==> src/rtl/regfile_wb_arbiter_pkg.sv <==
// Shared widths, the x0 constant and the write-request payload for the register-file
// writeback arbiter.
package regfile_wb_arbiter_pkg;

    localparam int unsigned XLEN           = 32;
    localparam int unsigned REG_ADDR_W     = 5;
    localparam int unsigned SEC_DEPTH      = 4;
    localparam int unsigned SEC_STARVE_MAX = 8;

    localparam logic [REG_ADDR_W-1:0] REG_X0 = '0;

    typedef struct packed {
        logic [REG_ADDR_W-1:0] rd;
        logic [XLEN-1:0]       data;
    } wb_req_t;

endpackage

==> src/rtl/regfile_wb_arbiter_wb_fifo.sv <==
// Synchronous FIFO for queued secondary writebacks; same-cycle push and pop allowed,
// push ignored while full, pop ignored while empty.
module wb_fifo #(
    parameter int unsigned W     = 37,
    parameter int unsigned DEPTH = 4
) (
    input  logic                       clk,
    input  logic                       rst_n,
    input  logic                       push,
    input  logic                       pop,
    input  logic [W-1:0]               wdata,
    output logic [W-1:0]               rdata,
    output logic                       full,
    output logic                       empty,
    output logic [$clog2(DEPTH):0]     count
);

    localparam int unsigned PW = $clog2(DEPTH);
    localparam int unsigned CW = PW + 1;

    logic [W-1:0]  mem [DEPTH];
    logic [PW-1:0] wr_ptr;
    logic [PW-1:0] rd_ptr;
    logic [CW-1:0] count_q;
    logic          do_push;
    logic          do_pop;

    assign full    = (count_q == CW'(DEPTH));
    assign empty   = (count_q == '0);
    assign do_push = push && !full;
    assign do_pop  = pop && !empty;
    assign rdata   = mem[rd_ptr];
    assign count   = count_q;

    // Storage is data-only and needs no reset; validity lives in the pointers.
    always_ff @(posedge clk) begin
        if (do_push) begin
            mem[wr_ptr] <= wdata;
        end
    end

    // Power-of-two depth lets the pointers wrap by natural overflow.
    always_ff @(posedge clk or negedge rst_n) begin
        if (!rst_n) begin
            wr_ptr  <= '0;
            rd_ptr  <= '0;
            count_q <= '0;
        end else begin
            if (do_push) begin
                wr_ptr <= wr_ptr + PW'(1);
            end
            if (do_pop) begin
                rd_ptr <= rd_ptr + PW'(1);
            end
            count_q <= count_q + CW'(do_push) - CW'(do_pop);
        end
    end

endmodule

==> src/rtl/regfile_wb_arbiter.sv <==
// Single write-port driver for the register file: primary writeback wins, queued
// secondary results drain in idle primary cycles, starvation raises drain_req.
module regfile_wb_arbiter
    import regfile_wb_arbiter_pkg::*;
#(
    parameter int unsigned DEPTH      = SEC_DEPTH,
    parameter int unsigned STARVE_MAX = SEC_STARVE_MAX
) (
    input  logic                    clk,
    input  logic                    rst_n,
    input  logic                    wb_valid,
    input  logic [REG_ADDR_W-1:0]   wb_rd,
    input  logic [XLEN-1:0]         wb_data,
    input  logic                    sec_valid,
    output logic                    sec_ready,
    input  logic [REG_ADDR_W-1:0]   sec_rd,
    input  logic [XLEN-1:0]         sec_data,
    output logic                    rf_we,
    output logic [REG_ADDR_W-1:0]   rf_a3,
    output logic [XLEN-1:0]         rf_wd3,
    output logic [$clog2(DEPTH):0]  fifo_count,
    output logic                    drain_req
);

    localparam int unsigned CW = $clog2(DEPTH) + 1;
    localparam int unsigned SW = $clog2(STARVE_MAX + 1);
    localparam int unsigned RW = $bits(wb_req_t);

    wb_req_t       push_req;
    wb_req_t       head_req;
    logic [RW-1:0] head_bits;
    logic          prim_live;
    logic          push;
    logic          pop;
    logic          full;
    logic          empty;
    logic [CW-1:0] count;
    logic [CW-1:0] count_nxt;
    logic [SW-1:0] starve_q;
    logic [SW-1:0] starve_nxt;
    logic          drain_nxt;

    // Writes to x0 are null: they never reach the port or the queue.
    assign prim_live     = wb_valid && (wb_rd != REG_X0);
    assign sec_ready     = !full;
    assign push          = sec_valid && sec_ready && (sec_rd != REG_X0);
    assign pop           = !prim_live && !empty;
    assign push_req.rd   = sec_rd;
    assign push_req.data = sec_data;
    assign head_req      = wb_req_t'(head_bits);
    assign fifo_count    = count;

    wb_fifo #(
        .W     (RW),
        .DEPTH (DEPTH)
    ) u_fifo (
        .clk   (clk),
        .rst_n (rst_n),
        .push  (push),
        .pop   (pop),
        .wdata (RW'(push_req)),
        .rdata (head_bits),
        .full  (full),
        .empty (empty),
        .count (count)
    );

    // Next-state view of occupancy and starvation so drain_req lines up with them.
    always_comb begin
        count_nxt  = count + CW'(push) - CW'(pop);
        starve_nxt = starve_q;
        if (pop || empty) begin
            starve_nxt = '0;
        end else if (prim_live && (starve_q < SW'(STARVE_MAX))) begin
            starve_nxt = starve_q + SW'(1);
        end
        drain_nxt = (count_nxt == CW'(DEPTH)) || (starve_nxt == SW'(STARVE_MAX));
    end

    always_ff @(posedge clk or negedge rst_n) begin
        if (!rst_n) begin
            rf_we     <= 1'b0;
            rf_a3     <= '0;
            rf_wd3    <= '0;
            starve_q  <= '0;
            drain_req <= 1'b0;
        end else begin
            starve_q  <= starve_nxt;
            drain_req <= drain_nxt;
            if (prim_live) begin
                rf_we  <= 1'b1;
                rf_a3  <= wb_rd;
                rf_wd3 <= wb_data;
            end else if (!empty) begin
                rf_we  <= 1'b1;
                rf_a3  <= head_req.rd;
                rf_wd3 <= head_req.data;
            end else begin
                rf_we  <= 1'b0;
            end
        end
    end

endmodule
==> config.mk <==
export PLATFORM = sky130hd
export DESIGN_NAME = regfile_wb_arbiter
export DESIGN_NICKNAME = d
export VERILOG_FILES = /design/src/rtl/regfile_wb_arbiter_pkg.sv /design/src/rtl/regfile_wb_arbiter_wb_fifo.sv /design/src/rtl/regfile_wb_arbiter.sv
export SDC_FILE = /design/constraint.sdc
export NUM_CORES = 1
export LEC_CHECK = 0
export ABC_AREA = 1
export BUFFER_PORTS_ARGS = -buffer_cell sky130_fd_sc_hd__buf_2
export CAP_MARGIN = 20
export CORE_AREA = 10 10 126 128
export CTS_CLUSTER_SIZE = 12
export DETAILED_ROUTE_END_ITERATION = 8
export DIE_AREA = 0 0 136 138
export PLACE_DENSITY_LB_ADDON = 0.1
export SYNTH_ARGS = -nofsm -noshare
export SYNTH_HDL_FRONTEND = slang
export SYNTH_SLANG_ARGS = --single-unit
==> constraint.sdc <==
create_clock -name clk -period 7.1 [get_ports clk]
set_input_delay 1.065 -clock clk [delete_from_list [all_inputs] [get_ports clk]]
set_output_delay 1.065 -clock clk [all_outputs]
set_load 0.01 [all_outputs]
==> results of run 1 <==
==> power by group through the flow <==
| stage | registers, µW | clock network (µW) | logic, µW |
|---|---|---|---|
| after floorplan | 1740 | 0 | 725 |
| after global placement | 1720 | 0 | 1110 |
| after detailed placement | 1730 | 0 | 1150 |
| after CTS | 1710 | 976 | 1160 |
| after global routing | 1740 | 1030 | 1280 |
| final | 1710 | 959 | 1140 |
==> final timing paths <==
check,start,end
worst max-delay path,wb_rd[2],u_fifo.count[2]
worst min-delay path,rf_a3[2],rf_a3[2]
worst max register to register,u_fifo.rd_ptr[1],rf_a3[0]
worst min register to register,rf_a3[2],rf_a3[2]
max in group asynchronous,rst_n,u_fifo.rd_ptr[1]
min in group asynchronous,rst_n,starve_q[0]
==> cell families after synthesis <==
group	share of synthesized area, %
simple gates	18.6
flops	70.8
buf+inv	4.15
compound gates	3.86
fa+ha+maj	1.90
xor+xnor	0.653
==> metrics by stage <==
| stage | total power (µW) | worst slack (ns) | hold WS [ns] | std cells | instance area [µm²] |
|---|---|---|---|---|---|
| after floorplan | 2470 | 3.63 | 0.499 | 693 | 8040 |
| after global placement | 2830 | 3.32 | 0.478 | 961 | 8750 |
| after detailed placement | 2880 | 3.27 | 0.491 | 962 | 8770 |
| after CTS | 3850 | 3.65 | 0.506 | 994 | 9370 |
| after global routing | 4040 | 3.48 | 0.533 | 994 | 9370 |
| final | 3810 | 3.70 | 0.499 | 995 | 9380 |
==> per-layer routing <==
metal,up-vias,GRT usage [%],part of all wire (%)
li1,2604,-,-
met1,2662,22.1,40
met2,158,31.2,52
met3,16,6.70,7.6
met4,0,6.67,0.82
met5,-,0,0
==> tightest hold or removal path, stage by stage, from the launching register on <==
cell and delay (ns):
dfrtp_1 0.34, nand2_1 0.05, nand3_1 0.07
==> state kept, by name, summed over array words and instances (netlist names) <==
name           cells
starve_q           4
u_fifo.wr_ptr      2
drain_req          1
rf_a3              5
u_fifo.count       3
u_fifo.mem       148
rf_we              1
rf_wd3            32
u_fifo.rd_ptr      2
==> layout by cell type (no fill, tap or decap) <==
cell type	count
nand3_2	1
diode_2	1
ha_1	9
inv_1	29
xnor2_1	2
nor2_4	5
xor2_1	4
fa_1	2
inv_2	3
bufinv_16	2
a31o_2	1
a31oi_1	32
buf_4	8
clkbuf_1	2
nand2_2	1
clkbuf_16	17
a21oi_1	1
edfxtp_1	148
dfrtp_2	2
o211ai_1	2
clkbuf_8	6
nand3_1	106
inv_6	1
nand3b_1	1
clkinvlp_4	1
o21ai_0	10
buf_2	120
nor2_1	51
buf_12	1
nand4_1	2
nand2_4	1
nand2_1	187
clkinv_2	3
o22ai_1	5
dfrtp_1	48
==> area by class of cell <==
cell class	instances	share of cell area [%]
multi-input combinational	423	21.8
inverter	32	1.28
antenna	1	0.0267
clock buffer	25	5.50
timing repair buffer	129	7.26
sequential	198	60.8
tap	180	2.40
clock inverter	7	0.974
==> qor.yml, run 1 <==
synthesis:
  synth-seq-cells: 198
  synth_top_cell_by_area: "edfxtp_1"
  yosys-top-cells-area: "edfxtp_1, dfrtp_1, nand2_1"
  yosysTopAreaCellShare_pct: 55.3
  synth.most_common_cell: "nand2_1"
  avgSynthCellArea_um2: 11.6
  ys.flop_type: "edfxtp_1"
  ys_types: 27
  syn-instance-count: 693
  synth_common_cells: "nand2_1, edfxtp_1, nand3_1"
  synthArstFlopShare_pct: 25.3
  seq_area_frac_synth_pct: 70.8
  syn_area_um2: 8040
  syn-num-nets: 782
  synth-edff-count: 148
  yosysWarnings: 0
clocking:
  ctsHoldBuffers: 0
  cts_buffer_depth: 2
  root_buffer: "clkbuf_16"
  cts_tree: "built"
  h-tree-depth: 4
  cts_setup_buffers: 0
  worstSkewPairLatency_ns: 0.43
  clkSinkCount: 198
  cts_buffers: 17
  cts_resized: 0
  clk_pin_slew_worst_paths_ns: 0.06
pwr:
  powerDensity_nw_per_um2: 406
  p_leak_uw: 0.00389
  netSwitchingPower_uw: 1280
  combPwrFrac_pct: 29.9
  clkPwrFrac_pct: 25.2
  peakVddDrop_uv: 278
  sw_frac_of_total_pct: 33.7
  p_int_uw: 2520
  p_seq_share_pct: 44.9
floorplan:
  row_count: 43
  die_x_um: 136
  fp.coreArea_um2: 13500
  die-area_um2: 18800
  io_pins: 121
  die_h_um: 138
  start_util_pct: 59.6
global_routing:
  overflow: 0
  antenna_found_initial: 1
  grt_pass1_wl_um: 27500
  grt_usage_pct: 18.8
  grt_max_degree: 77
  grt_pass1_vias: 5408
finish:
  area_delta_synth_final_pct: 16.6
  fin_util_pct: 69.4
  fin_nets: 890
  nFillCells: 1017
  drive_above_1_share_pct: 21.3
  seq_area_um2: 5700
  multi_input_area_um2: 2040
timing:
  finalClockSkew_ns: 0.0105
  drv_slew: 0
  slew_headroom_pct: 43.4
  post-route-min-period_ns: 3.40
  tightest_slew_ns: 0.849
  finalSetupViolCount: 0
  timing.fmax_ghz: 0.294
  min_period_over_period_pct: 47.8
  rsz0062_at_grt: "false"
  fin_tns_setup_ns: 0
  hold_viol: 0
critical_path:
  crit_path_start_kind: "input port"
  arrival_ns: 3.71
  crit_fanout: 36
  slowest_stage: "nand2_4"
  criticalPathCategory: "in -> reg"
  endpoint_kind: "flip-flop"
  critical_path.max_stage_delay_ns: 0.42
  crit_cells: 12
  cp_top_family: "simple AND/OR/NAND/NOR gates"
  cp_num_buf_inv: 4
  cp_data_required_time_ns: 7.41
  cp_cell_sequence: "buf_2 -> nor2_1 -> nand3_2 -> nand2_4 -> inv_2 -> nor2_4 -> ha_1 -> inv_1 -> ha_1 -> inv_1 -> fa_1 -> xnor2_1"
  ff2ff_setup_slack_ns: 4.82
  reg2reg_depth: 6
worst_hold_path:
  min_path_cells: 2
  holdCritPathClass: "reg -> reg"
route:
  route.detailed.drc: 0
  wl_um: 17500
  drt-wirelength-per-cell_um: 17.6
  viasPerCell: 5.47
  vias: 5440
  drt_iter0_markers: 444
  ant_nets: 0
  drt_pass1_iterations: 5
outcome:
  status: "finished, final reports clean"
place:
  gp_congestion: 0.760
  place_hpwl_um: 10800
  numPortBuffers: 120
job:
  maxCapViolCount: 0
(Power assumes the default switching activity.)
==> run 2, diff against run 1 <==
--- a/config.mk
+++ b/config.mk
@@ -5,13 +5,13 @@
 export SDC_FILE = /design/constraint.sdc
 export NUM_CORES = 1
 export LEC_CHECK = 0
-export ABC_AREA = 1
+export ABC_AREA = 0
 export BUFFER_PORTS_ARGS = -buffer_cell sky130_fd_sc_hd__buf_2
 export CAP_MARGIN = 20
-export CORE_AREA = 10 10 126 128
+export CORE_AREA = 10 10 135 137
 export CTS_CLUSTER_SIZE = 12
 export DETAILED_ROUTE_END_ITERATION = 8
-export DIE_AREA = 0 0 136 138
+export DIE_AREA = 0 0 145 147
 export PLACE_DENSITY_LB_ADDON = 0.1
 export SYNTH_ARGS = -nofsm -noshare
 export SYNTH_HDL_FRONTEND = slang
==> constraint.sdc (replaced) <==
create_clock -name clk -period 3.1 [get_ports clk]
set_input_delay 0.465 -clock clk [delete_from_list [all_inputs] [get_ports clk]]
set_output_delay 0.465 -clock clk [all_outputs]
set_load 0.01 [all_outputs]
==> qor.yml, run 2 <==
place:
  gp_congestion: 0.706  # -7.1%
  place_hpwl_um: 10600  # -1.9%
  numPortBuffers: 120  # unchanged
  pre_cts_ws_ns: 0.310  # -2.96 ns
clocking:
  worstSkewPairLatency_ns: 0.42  # about the same
  root_buffer: "clkbuf_16"
  h-tree-depth: 4  # unchanged
  cts_tree: "built"
  cts_buffer_depth: 2  # unchanged
  cts_resized: 0  # unchanged
  cts_buffers: 17  # unchanged
  cts_setup_buffers: 0  # unchanged
  clkSinkCount: 198  # unchanged
  clk_pin_slew_worst_paths_ns: 0.07  # about the same
  ctsHoldBuffers: 0  # unchanged
timing:
  fin_tns_setup_ns: 0  # unchanged
  drv_slew: 0  # unchanged
  slew_headroom_pct: 30.6  # -13 points
  finalSetupViolCount: 0  # unchanged
  tightest_slew_ns: 1.04  # +0.192 ns
  timing.fmax_ghz: 0.375
  hold_viol: 0  # unchanged
  rsz0062_at_grt: "false"
  finalClockSkew_ns: 0.00466  # -0.00581 ns
  post-route-min-period_ns: 2.67
  setup_ws_ns: 0.432  # -3.27 ns
  min_period_over_period_pct: 86.1
synthesis:
  ys.flop_type: "edfxtp_1"
  syn-num-nets: 553  # -29%
  syn-instance-count: 464  # -33%
  synth_top_cell_by_area: "edfxtp_1"
  synth.most_common_cell: "edfxtp_1"
  seq_area_frac_synth_pct: 73.3  # +2.5 points
  syn_area_um2: 7770  # -3.4%
  synth-edff-count: 148  # unchanged
  yosysWarnings: 0  # unchanged
  avgSynthCellArea_um2: 16.7  # +44%
  synth-seq-cells: 198  # unchanged
  synthArstFlopShare_pct: 25.3  # unchanged
  ys_types: 32  # +19%
  yosys-top-cells-area: "edfxtp_1, dfrtp_1, mux4_2"
  synth_common_cells: "edfxtp_1, nand2_1, dfrtp_1"
  yosysTopAreaCellShare_pct: 57.2  # +2.0 points
route:
  wl_um: 16600  # -5.4%
  viasPerCell: 5.26  # -3.8%
  vias: 4327  # -20%
  drt-wirelength-per-cell_um: 20.1  # +14%
  route.detailed.drc: 0  # unchanged
  ant_nets: 0  # unchanged
  drt_iter0_markers: 241  # -46%
  drt_pass1_iterations: 4  # -1
finish:
  final_common_cell: "edfxtp_1"
  reg_top3: "u_fifo.mem (148), rf_wd3 (32), rf_a3 (5)"
  fin_nets: 681  # -23%
  largest_register_ff_count: 148  # unchanged
  nFillCells: 1236  # +22%
  layout_common_cells: "edfxtp_1, buf_2, nand2_1, dfrtp_1, nor2_1"
  drive_above_1_share_pct: 34.7  # +13 points
  multi_input_area_um2: 1920  # -5.9%
  top_register: "u_fifo.mem"
  area_delta_synth_final_pct: 19.2
  seq_area_um2: 5700  # unchanged
worst_hold_path:
  holdCritPathClass: "in -> async"
critical_path:
  slowest_stage: "or3_2"
  critical_path.max_stage_delay_ns: 0.54  # +0.12 ns
  r2r_start: "u_fifo.count[1]"
  r2r_end: "u_fifo.count[2]"
  crit_fanout: 22  # -39%
  ff2ff_setup_slack_ns: 0.43  # -4.39 ns
  endpoint_kind: "flip-flop"
  cp_data_required_time_ns: 3.39  # -4.02 ns
  arrival_ns: 2.96  # -0.75 ns
  crit_path_start_kind: "flip-flop"
  crit_cells: 9  # -3
  cp_num_buf_inv: 3  # -1
  reg2reg_depth: 9  # +3
  cp_top_family: "adder cells"
  criticalPathCategory: "reg -> reg"
  cp_cell_sequence: "or3_2 -> buf_4 -> and2_1 -> ha_1 -> inv_1 -> ha_1 -> inv_1 -> fa_1 -> xor2_1"
floorplan:
  fp.coreArea_um2: 15600  # +16%
  die-area_um2: 21300  # +14%
  io_pins: 121  # unchanged
  row_count: 46  # +7.0%
  die_x_um: 145  # +6.6%
  die_h_um: 147  # +6.5%
  start_util_pct: 49.8  # -9.8 points
global_routing:
  grt_usage_pct: 16.1  # -2.7 points
  grt_max_degree: 49  # -36%
  antenna_found_initial: 3  # +2
  grt_pass1_wl_um: 26600  # -3.1%
  grt_pass1_vias: 4739  # -12%
  overflow: 0  # unchanged
pwr:
  p_leak_uw: 0.00352  # -9.5%
  powerDensity_nw_per_um2: 914  # +130%
  peakVddDrop_uv: 462  # +67%
job:
  maxCapViolCount: 0  # unchanged
outcome:
  status: "finished, final reports clean"
## run 2: cell types whose count changed in the layout (fill, tap and decap cells not counted), sizes merged, moves of 5 or more
cell | previous run | this run
and2 | 0 | 6
inv | 33 | 10
mux4 | 0 | 37
nand2 | 189 | 74
nand3 | 107 | 2
nor2 | 56 | 41
o21ai | 10 | 2
o22ai | 5 | 0
## run 2: worst max path at each step
stage | endpoint | slack (ns) | from
finish | u_fifo.count[2] | 0.43 | u_fifo.count[1]
CTS | u_fifo.count[2] | 0.41 | u_fifo.count[1]
global placement | drain_req | 0.38 | wb_rd[3]
global route | u_fifo.count[2] | 0.27 | u_fifo.count[1]
floorplan | drain_req | 0.32 | u_fifo.count[1]
detailed placement | drain_req | 0.31 | wb_rd[3]
## run 2: layout make-up
type / instances / share of cell area, %
Antenna cell: 2 / 0.0540
Clock buffer: 25 / 5.57
Clock inverter: 7 / 0.730
Inverter: 9 / 0.365
Multi-Input combinational cell: 233 / 20.8
Sequential cell: 198 / 61.5
Tap cell: 216 / 2.92
Timing Repair Buffer: 133 / 8.08
## run 2: logic make-up after synthesis
group / share of synthesized area [%]
buffers and inverters: 2.06
AND/OR/NAND/NOR: 7.09
XOR/XNOR: 0.902
flip-flops: 73.3
adder cells (fa/ha/maj): 1.97
AO/OA/AOI/OAI: 3.66
multiplexers: 11.0
## run 2: layer usage
layer,track usage (%),vias to the layer above,part of all wire [%]
met3,4.36,17,4.2
met2,26.9,96,51
li1,-,2011,-
met4,4.90,0,1.2
met5,0,-,0
met1,20.2,2203,44
## run 2: stage by stage
step	instances	power (µW)	util, %	area [µm²]	hold WS [ns]
floorplan	464	5500	-	7770	0.169
global placement	786	6340	55.2	8610	0.523
detailed placement	786	6420	55.2	8610	0.529
CTS	818	8570	59.0	9200	0.222
global route	822	9020	59.4	9260	0.239
finish	823	8470	59.4	9260	0.197
## run 2: power by group
group | switching [µW] | internal (µW)
sequential | 325 | 3540
combinational | 1340 | 1130
clock | 901 | 1240
total | 2570 | 5900
